### src/rtl/ex_mem_pkg.sv
// Shared constants for the EX->MEM pipeline register: control-bit layout and occupancy states.
package ex_mem_pkg;

    localparam int CTRL_W        = 5;
    localparam int CTRL_REGWRITE = 4;
    localparam int CTRL_MEMTOREG = 3;
    localparam int CTRL_BRANCH   = 2;
    localparam int CTRL_MEMREAD  = 1;
    localparam int CTRL_MEMWRITE = 0;

    // Encoding is {skid_v, main_v}, so the slot valid flags are the state register.
    localparam logic [1:0] ST_EMPTY = 2'b00;
    localparam logic [1:0] ST_ONE   = 2'b01;
    localparam logic [1:0] ST_TWO   = 2'b11;

    typedef enum logic [1:0] {
        S_EMPTY = ST_EMPTY,
        S_ONE   = ST_ONE,
        S_TWO   = ST_TWO
    } state_t;

endpackage

### src/rtl/ex_mem_skid_slot.sv
// One payload slot of the EX->MEM register: valid flag plus data, with load and clear.
module ex_mem_skid_slot
    import ex_mem_pkg::*;
#(
    parameter int W = 8
) (
    input  logic         Clk,
    input  logic         Rst_n,
    input  logic         load,
    input  logic         clear,
    input  logic [W-1:0] d,
    output logic         valid,
    output logic [W-1:0] q
);

    logic         valid_reg;
    logic [W-1:0] data_reg;

    // Clear only drops the valid flag; the data keeps its last value.
    always_ff @(posedge Clk or negedge Rst_n) begin
        if (!Rst_n) begin
            valid_reg <= 1'b0;
            data_reg  <= '0;
        end else if (clear) begin
            valid_reg <= 1'b0;
        end else if (load) begin
            valid_reg <= 1'b1;
            data_reg  <= d;
        end
    end

    assign valid = valid_reg;
    assign q     = data_reg;

endmodule

### src/rtl/ex_mem_pipe_reg.sv
// EX->MEM pipeline register with valid/ready handshake, 2-entry skid, flush and forwarding tap.
// Define EX_MEM_TRACE_EN to add Instruction_MEM and the Trace_Seq pop counter.
module ex_mem_pipe_reg
    import ex_mem_pkg::*;
#(
    parameter int DATA_W  = 32,
    parameter int REG_AW  = 5,
    parameter int INSTR_W = 32
) (
    input  logic               Clk,
    input  logic               Rst_n,
    input  logic               Flush,
    input  logic               ex_valid,
    output logic               ex_ready,
    input  logic [CTRL_W-1:0]  Ctrl_EX,
    input  logic               Zero_EX,
    input  logic [DATA_W-1:0]  Branch_Dest_EX,
    input  logic [DATA_W-1:0]  ALU_Result_EX,
    input  logic [DATA_W-1:0]  Read_Data_2_EX,
    input  logic [REG_AW-1:0]  Write_Register_EX,
    input  logic [INSTR_W-1:0] Instruction_EX,
    output logic               mem_valid,
    input  logic               mem_ready,
    output logic [CTRL_W-1:0]  Ctrl_MEM,
    output logic               Zero_MEM,
    output logic [DATA_W-1:0]  Branch_Dest_MEM,
    output logic [DATA_W-1:0]  ALU_Result_MEM,
    output logic [DATA_W-1:0]  Write_Data_MEM,
    output logic [REG_AW-1:0]  Write_Register_MEM,
    output logic [REG_AW-1:0]  Instruction_Rd_MEM,
    output logic               Fwd_En,
    output logic [REG_AW-1:0]  Fwd_Reg,
    output logic [DATA_W-1:0]  Fwd_Data
`ifdef EX_MEM_TRACE_EN
    ,
    output logic [INSTR_W-1:0] Instruction_MEM,
    output logic [15:0]        Trace_Seq
`endif
);

`ifdef EX_MEM_TRACE_EN
    localparam int ISTORE_W = INSTR_W;
`else
    localparam int ISTORE_W = REG_AW;
`endif
    localparam int PAY_W = CTRL_W + 1 + 3 * DATA_W + REG_AW + ISTORE_W;

    logic [ISTORE_W-1:0] ex_instr_store;
    logic [ISTORE_W-1:0] main_instr;
    logic [PAY_W-1:0]    ex_payload;
    logic [CTRL_W-1:0]   main_ctrl;

`ifdef EX_MEM_TRACE_EN
    assign ex_instr_store = Instruction_EX;
`else
    // Only the Rd field is kept; the remaining instruction bits are intentionally dropped.
    assign ex_instr_store = Instruction_EX[REG_AW+10:11];
    logic unused_instr_bits;
    assign unused_instr_bits = ^{Instruction_EX[INSTR_W-1:REG_AW+11], Instruction_EX[10:0]};
`endif

    assign ex_payload = {Ctrl_EX, Zero_EX, Branch_Dest_EX, ALU_Result_EX,
                         Read_Data_2_EX, Write_Register_EX, ex_instr_store};

    // Slot 0 is the main register driving MEM, slot 1 is the skid register.
    logic             slot_load  [2];
    logic             slot_clear [2];
    logic             slot_v     [2];
    logic [PAY_W-1:0] slot_d     [2];
    logic [PAY_W-1:0] slot_q     [2];
    logic             main_from_skid;

    genvar gi;
    generate
        for (gi = 0; gi < 2; gi++) begin : g_slot
            ex_mem_skid_slot #(.W(PAY_W)) u_slot (
                .Clk   (Clk),
                .Rst_n (Rst_n),
                .load  (slot_load[gi]),
                .clear (slot_clear[gi]),
                .d     (slot_d[gi]),
                .valid (slot_v[gi]),
                .q     (slot_q[gi])
            );
        end
    endgenerate

    assign slot_d[0] = main_from_skid ? slot_q[1] : ex_payload;
    assign slot_d[1] = ex_payload;

    state_t state;
    logic   acc;
    logic   pop;

    assign state     = state_t'({slot_v[1], slot_v[0]});
    assign mem_valid = slot_v[0];
    assign ex_ready  = !slot_v[1];
    assign acc       = ex_valid & ex_ready;
    assign pop       = mem_valid & mem_ready;

    always_comb begin
        slot_load[0]   = 1'b0;
        slot_load[1]   = 1'b0;
        slot_clear[0]  = 1'b0;
        slot_clear[1]  = 1'b0;
        main_from_skid = 1'b0;
        if (Flush) begin
            slot_clear[0] = 1'b1;
            slot_clear[1] = 1'b1;
        end else begin
            case (state)
                S_EMPTY: begin
                    slot_load[0] = acc;
                end
                S_ONE: begin
                    if (acc && !pop) begin
                        slot_load[1] = 1'b1;
                    end else if (acc && pop) begin
                        slot_load[0] = 1'b1;
                    end else if (pop) begin
                        slot_clear[0] = 1'b1;
                    end
                end
                S_TWO: begin
                    if (pop) begin
                        slot_load[0]   = 1'b1;
                        main_from_skid = 1'b1;
                        slot_clear[1]  = 1'b1;
                    end
                end
                default: begin
                    slot_clear[0] = 1'b1;
                    slot_clear[1] = 1'b1;
                end
            endcase
        end
    end

    assign {main_ctrl, Zero_MEM, Branch_Dest_MEM, ALU_Result_MEM,
            Write_Data_MEM, Write_Register_MEM, main_instr} = slot_q[0];

    // Bubbles must never look like a register write or memory access downstream.
    assign Ctrl_MEM = mem_valid ? main_ctrl : '0;
    assign Fwd_En   = mem_valid & main_ctrl[CTRL_REGWRITE] & (Write_Register_MEM != '0);
    assign Fwd_Reg  = Write_Register_MEM;
    assign Fwd_Data = ALU_Result_MEM;

`ifdef EX_MEM_TRACE_EN
    assign Instruction_Rd_MEM = main_instr[REG_AW+10:11];
    assign Instruction_MEM    = main_instr;

    logic [15:0] trace_seq_reg;
    always_ff @(posedge Clk or negedge Rst_n) begin
        if (!Rst_n) begin
            trace_seq_reg <= '0;
        end else if (pop) begin
            trace_seq_reg <= trace_seq_reg + 16'd1;
        end
    end
    assign Trace_Seq = trace_seq_reg;
`else
    assign Instruction_Rd_MEM = main_instr;
`endif

endmodule

### config.mk
export PLATFORM = sky130hd
export DESIGN_NAME = ex_mem_pipe_reg
export DESIGN_NICKNAME = d
export VERILOG_FILES = /design/src/rtl/ex_mem_pkg.sv /design/src/rtl/ex_mem_skid_slot.sv /design/src/rtl/ex_mem_pipe_reg.sv
export SDC_FILE = /design/constraint.sdc
export NUM_CORES = 1
export LEC_CHECK = 0
export ABC_AREA = 1
export BUFFER_PORTS_ARGS = -buffer_cell sky130_fd_sc_hd__buf_2
export CAP_MARGIN = 25
export CORE_ASPECT_RATIO = 1.2
export CORE_UTILIZATION = 55
export CTS_BUF_LIST = sky130_fd_sc_hd__clkbuf_2
export DETAILED_ROUTE_END_ITERATION = 8
export PLACE_DENSITY = 0.83
export SETUP_SLACK_MARGIN = 0.2
export SYNTH_ARGS = -nofsm -noshare
export SYNTH_HDL_FRONTEND = slang
export SYNTH_SLANG_ARGS = --single-unit
### constraint.sdc
create_clock -name Clk -period 5.3 [get_ports Clk]
set_input_delay 0 -clock Clk [delete_from_list [all_inputs] [get_ports Clk]]
set_output_delay 0 -clock Clk [all_outputs]
set_load 0.02 [all_outputs]
### After elaboration in Yosys (flattened, before gate mapping)

Cells that the tools add are included.

| operators by class | value |
|---|---|
| eq/ne operators | 2 |
| mux-type cells | 20 |
| bitwise operators | 6 |
| reductions and logical operators | 12 |

Operators with widths:

| operator | number |
|---|---|
| 112-bit 2-to-1 mux | 1 |
| 1-bit 2-to-1 mux | 13 |
| 5-bit 2-to-1 mux | 1 |
| 5-bit nonzero test | 1 |
| 1-bit bitwise AND | 4 |
| 2-bit 2-to-1 mux | 2 |
| 1-bit one-hot mux with 2 select lines | 2 |
| 2-bit AND reduction | 2 |
| 2-bit nonzero test | 2 |
| 2-bit OR reduction | 2 |
| 1-bit one-hot mux with 3 select lines | 1 |
| 2-bit by 1-bit equality test with 1-bit output (second input constant) | 1 |
| 2-bit equality test (second input constant) | 1 |
| 1-bit logical AND | 2 |
| 1-bit zero test | 2 |
| 2-bit zero test | 1 |
| 1-bit inverter | 2 |

| word-level totals | value |
|---|---|
| flip-flop bits (word level) | 226 |
| input bits | 144 |
| output and inout bits | 152 |
| word-level logic and storage cells | 44 |

### Logic depth before layout (Yosys ltp)

| logic depth | value |
|---|---|
| depth in word-level cells | 9 |
| depth in mapped cells | 12 |
| gate-level depth less buffers | 10 |

### Cells and area by module

Synthesis repeated with hierarchy kept, for this count alone.

| second synthesis, totals | value |
|---|---|
| cell total of the unflattened synthesis | 1420 |
| area, all modules | 11358.4 um2 |

Modules (own cells, without submodules):

| module | instances | cells each | area each (um2) | seq. area each (um2) |
|---|---|---|---|---|
| ex_mem_skid_slot | 2 | 490 | 4510.6 | 2827.7 |
| ex_mem_pipe_reg | 1 | 440 | 2337.2 | 0.0 |

### Worst setup path after synthesis

Ideal clock, no wire load.

| path | value |
|---|---|
| kind | flip-flop to flip-flop |
| start | register g_slot[0].u_slot.valid_reg |
| end | register g_slot[0].u_slot.data_reg[9] |
| setup time | 0.117 ns |
| data arrival time | 1.779 ns |
| data required time | 5.183 ns |
| slack | 3.405 ns |
| stages on the path, launching flop included | 12 |
| buffers on the path | 3 |
| period minus slack after synthesis | 1.895 ns |
| cell sequence | dfrtp_1 -> buf_4 -> inv_1 -> ha_1 -> nand2_1 -> nand2_1 -> nor2_1 -> nand3_2 -> buf_2 -> buf_2 -> nand2_1 -> nand2_1 |

| between the ends | value |
|---|---|
| longest elaborated chain between the ends | 8 |
| elaborated cells on any way between the ends | 22 |
| those cells by class | eq/ne: 2; mux: 12; bitwise: 2; reduce/logical: 6 |

Ends and longest elaborated chain:

| what | RTL line | text |
|---|---|---|
| start: declaration | ex_mem_skid_slot.sv:16 | `logic valid_reg;` |
| start signal: assignment | ex_mem_skid_slot.sv:22 | `valid_reg <= 1'b0;` |
| start signal: assignment | ex_mem_skid_slot.sv:25 | `valid_reg <= 1'b0;` |
| start signal: assignment | ex_mem_skid_slot.sv:27 | `valid_reg <= 1'b1;` |
| 1-bit bitwise AND | ex_mem_pipe_reg.sv:99 | `assign pop = mem_valid & mem_ready;` |
| 1-bit 2-to-1 mux, or another cell as far along | ex_mem_pipe_reg.sv:120, ex_mem_pipe_reg.sv:125 |  |
| 1-bit 2-to-1 mux / 1-bit logical AND (equally long branches) | ex_mem_pipe_reg.sv:118, ex_mem_pipe_reg.sv:116 |  |
| 1-bit 2-to-1 mux | ex_mem_pipe_reg.sv:116 | `if (acc && !pop) begin` |
| 1-bit one-hot mux with 2 select lines | ex_mem_pipe_reg.sv:111 | `case (state)` |
| 2-bit 2-to-1 mux | ex_mem_pipe_reg.sv:107 | `if (Flush) begin` |
| 1-bit inverter (no line) | n/a |  |
| 2-bit AND reduction (no line) | n/a |  |
| end signal: assignment | ex_mem_skid_slot.sv:23 | `data_reg <= '0;` |
| end signal: assignment | ex_mem_skid_slot.sv:28 | `data_reg <= d;` |
| end: declaration | ex_mem_skid_slot.sv:17 | `logic [W-1:0] data_reg;` |

Several ways; a longest one is shown, not always the timed one.
A chain may end at the register's enable or synchronous reset.

### Worst setup path in the final report

| path | value |
|---|---|
| start | register g_slot[0].u_slot.valid_reg |
| end | register g_slot[1].u_slot.data_reg[50] |

| between the ends | value |
|---|---|
| longest elaborated chain between the ends | 7 |
| elaborated cells on any way between the ends | 15 |
| those cells by class | eq/ne: 2; mux: 6; bitwise: 2; reduce/logical: 5 |

Ends and longest elaborated chain:

| what | RTL line |
|---|---|
| parallel branches: the longest is 6 deep, another holds 2-bit by 1-bit equality test with 1-bit output | n/a |
| 2-bit AND reduction (no line) (*) | n/a |
| end signal: assignment | ex_mem_skid_slot.sv:23 |
| end signal: assignment | ex_mem_skid_slot.sv:28 |
| end: declaration | ex_mem_skid_slot.sv:17 |

Every way passes the cells marked *.

==> results.cfg <==
[setup_path]
start_kind = register
cp_max_fo = 59
crit_path_end_kind = register
crit_slowest_cell = buf_4
crit_family = simple AND/OR/NAND/NOR gates
critPathKind = register to register
required_ns = 6.02
cp_cell_sequence = ha_1 > inv_1 > nor2_4 > inv_2 > nand3_2 > inv_4 > nand2_4 > buf_4 > nand2_1 > nand2_1
cp_common_cell = nand2_1
slowest_delay_ns = 0.66
crit_buf_inv = 4
arrival_ns = 4.24

[power_and_ir_drop]
p_clk_share_pct = 15.7
power_density_nw_per_um2 = 458.6
sw_frac_of_total_pct = 45.30
pwr-share-comb_pct = 41.4
internal-power_mw = 3.897
power.switching_mw = 3.227
ir_worst_vdd_v = 0.0003003
p_leak_nw = 8.545
seqPwrFrac_pct = 42.9

[floorplanning]
die_w_um = 135.6
coreArea_um2 = 20970
die_area_um2 = 22000
fp-row-count = 58
io-pin-count = 296
die_h_um = 162.3
start_util_pct = 56.14

[synth]
ys_ff_latch = 226
synth_cell_types = 17
synth_most_common_cell = nand2_1
ys_seq_area_share_pct = 48.03
synth_top_cell_area_share_pct = 48.03
async_flop_share_pct = 100.0
ys.flop_type = dfrtp_1
syn_area_per_cell_um2 = 7.635
synth_nets = 1691
yosys-top-cells-count = 686 x nand2_1, 338 x nand3_1, 226 x dfrtp_1, 162 x buf_4, 54 x buf_2
synth_warnings = 0
netlist_instances = 1542
synth_area_leaders = dfrtp_1 48%, nand2_1 22%, nand3_1 14%, buf_4 10%, buf_2 2.3%
synth_edf_count = 0
syn-cell-area_um2 = 11770
synth_largest_area_cell = dfrtp_1

[clock_tree]
post_cts_buffers = 0
clockRootBuffer = clkbuf_2
cts_buffers = 56
cts_resized = 0
path_clk_slew_ns = 0.12
worstSkewPairLatency_ns = 0.81
hold_buffers = 300
htreeDepth = 2
cts_tree = done
clock_path_buffers = 3
cts_sinks = 226

[layout]
syn2layout_area_growth_pct = 31.93
final_area_um2 = 15530
drive_gt1_share_pct = 19.37
fin_nets = 2080
largest_reg_flops = 224
fillers = 1374

[global_routing]
grt_util_all_layers_pct = 36.02
grt_pass1_wl_um = 62870
grt_max_degree = 147
first_global_vias = 13065
antenna_found_initial = 3
grt_overflow = 0

[detailed_routing]
postRouteAntennaNets = 0
met3_length_um = 3659
dr_wl_met2_um = 19430
wl_um = 38960
top_layer = met4
dr.pass1.iters = 7
vias = 12673
viasPerCell = 5.670
wire_per_inst_um = 17.43
m1WireLength_um = 13680
drc = 0
drt_iter0_markers = 1378

[min_path]
hold_path.class = input port to register

[placed_design]
dp_slack_ns = 1.956
io_buffers = 268
dpl.hpwl_um = 17380
place_area_um2 = 12040
gp_congestion = 0.7982

[sta]
slew_headroom_pct = 27.45
fmax_mhz = 284.1
rsz0062_at_grt = no
finalSetupTns_ns = 0
final_max_slew_viol_count = 0
min_period_ns = 3.520
setup_ws_ns = 1.780
tightestPinTransition_ns = 1.088
finalSetupViolCount = 0
finClkSkew_ns = 0.03948
period_share_pct = 66.41
final_hold_viol_count = 0

[job]
cap_violations = 0

[status]
status = finished clean
## power groups by stage
stage          registers [mW]  clock network [mW]  logic [mW]
5_1_grt                  3.13                1.22        3.21
4_1_cts                  3.00                1.12        2.80
6_report                 3.05                1.12        2.95
3_3_place_gp             2.99                   0        2.55
3_5_place_dp             3.02                   0        2.63
2_1_floorplan            2.91                   0        2.50
## through the flow
| stage | hold WS (ns) | util, % | cells | power, mW |
|---|---|---|---|---|
| after floorplan | -0.2956 | - | 1542 | 5.415 |
| after global placement | 0.01444 | 57.14 | 1840 | 5.534 |
| after detailed placement | 0.01719 | 57.40 | 1842 | 5.656 |
| after CTS | 0.0007389 | 73.90 | 2231 | 6.914 |
| after global routing | 0.04073 | 74.07 | 2235 | 7.557 |
| final | 0.05010 | 74.07 | 2235 | 7.124 |
## worst min-delay path: cells and delay by family
| kind | cells | cell delay, ns |
|---|---|---|
| buffers and inverters | 2 | 0.62 |
| AND/OR/NAND/NOR | 4 | 0.23 |
## routing by layer
metal	vias up	global-route usage, %
met1	5926	41.36
met5	-	0
met3	237	8.458
met2	951	59.79
li1	5559	-
met4	0	23.54
## worst paths after layout
| check | startpoint | end | slack [ns] | cells past startpoint |
|---|---|---|---|---|
| worst max register to register | g_slot[0].u_slot.valid$_DFFE_PN0P_ | g_slot[1].u_slot.q[50]$_DFFE_PN0P_ | 1.78 | 10 |
| worst min-delay path | Branch_Dest_EX[31] | g_slot[0].u_slot.q[105]$_DFFE_PN0P_ | 0.05 | 6 |
| min in group asynchronous | Rst_n | g_slot[0].u_slot.q[41]$_DFFE_PN0P_ | 0.36 | 4 |
| max in group asynchronous | Rst_n | g_slot[0].u_slot.q[94]$_DFFE_PN0P_ | 4.18 | 4 |
| worst max-delay path | g_slot[0].u_slot.valid$_DFFE_PN0P_ | g_slot[1].u_slot.q[50]$_DFFE_PN0P_ | 1.78 | 10 |
| worst min register to register | g_slot[0].u_slot.q[79]$_DFFE_PN0P_ | g_slot[0].u_slot.q[79]$_DFFE_PN0P_ | 0.47 | 2 |
## cell families after synthesis
| kind of cell | count (synthesis) | synth area share [%] |
|---|---|---|
| and+or+nand+nor | 1038 | 36.96 |
| buffers and inverters | 270 | 14.35 |
| adders and majority gates | 5 | 0.5313 |
| AOI/OAI and AO/OA | 3 | 0.1275 |
| DFF | 226 | 48.03 |
## area by class of cell
type,instances,area (µm²),area share (%)
antenna,3,7.507,0.04833
multi-input combinational,1046,4464,28.74
sequential,226,5655,36.41
tap,270,337.8,2.175
timing repair buffer,583,4557,29.34
clock inverter,7,28.78,0.1853
clock buffer,82,410.4,2.642
inverter,18,72.57,0.4672
## cell usage in the layout, fill, tap and decap left out
cell type      synthesis  final
buf_2                 54    267
inv_2                  3      1
buf_16                 0      4
dfrtp_1              226    226
o21ai_1                1      1
dlygate4sd3_1          0    299
nand3_2                2      1
inv_4                  0      2
nand2_4                0      3
nand3_1              338    338
diode_2                0      3
clkbuf_2               0     82
buf_8                  0      1
buf_12                 0      1
clkinv_2               0      2
nand2_1              686    685
buf_4                162     11
inv_1                 15     15
nand3_4                0      1
o21ai_0                2      2
nand2_2                3      1
nor2_1                 6      6
nor2_4                 1      3
clkinv_1               0      5
ha_1                   5      5
Note: power is estimated with default switching activity, not from simulation.
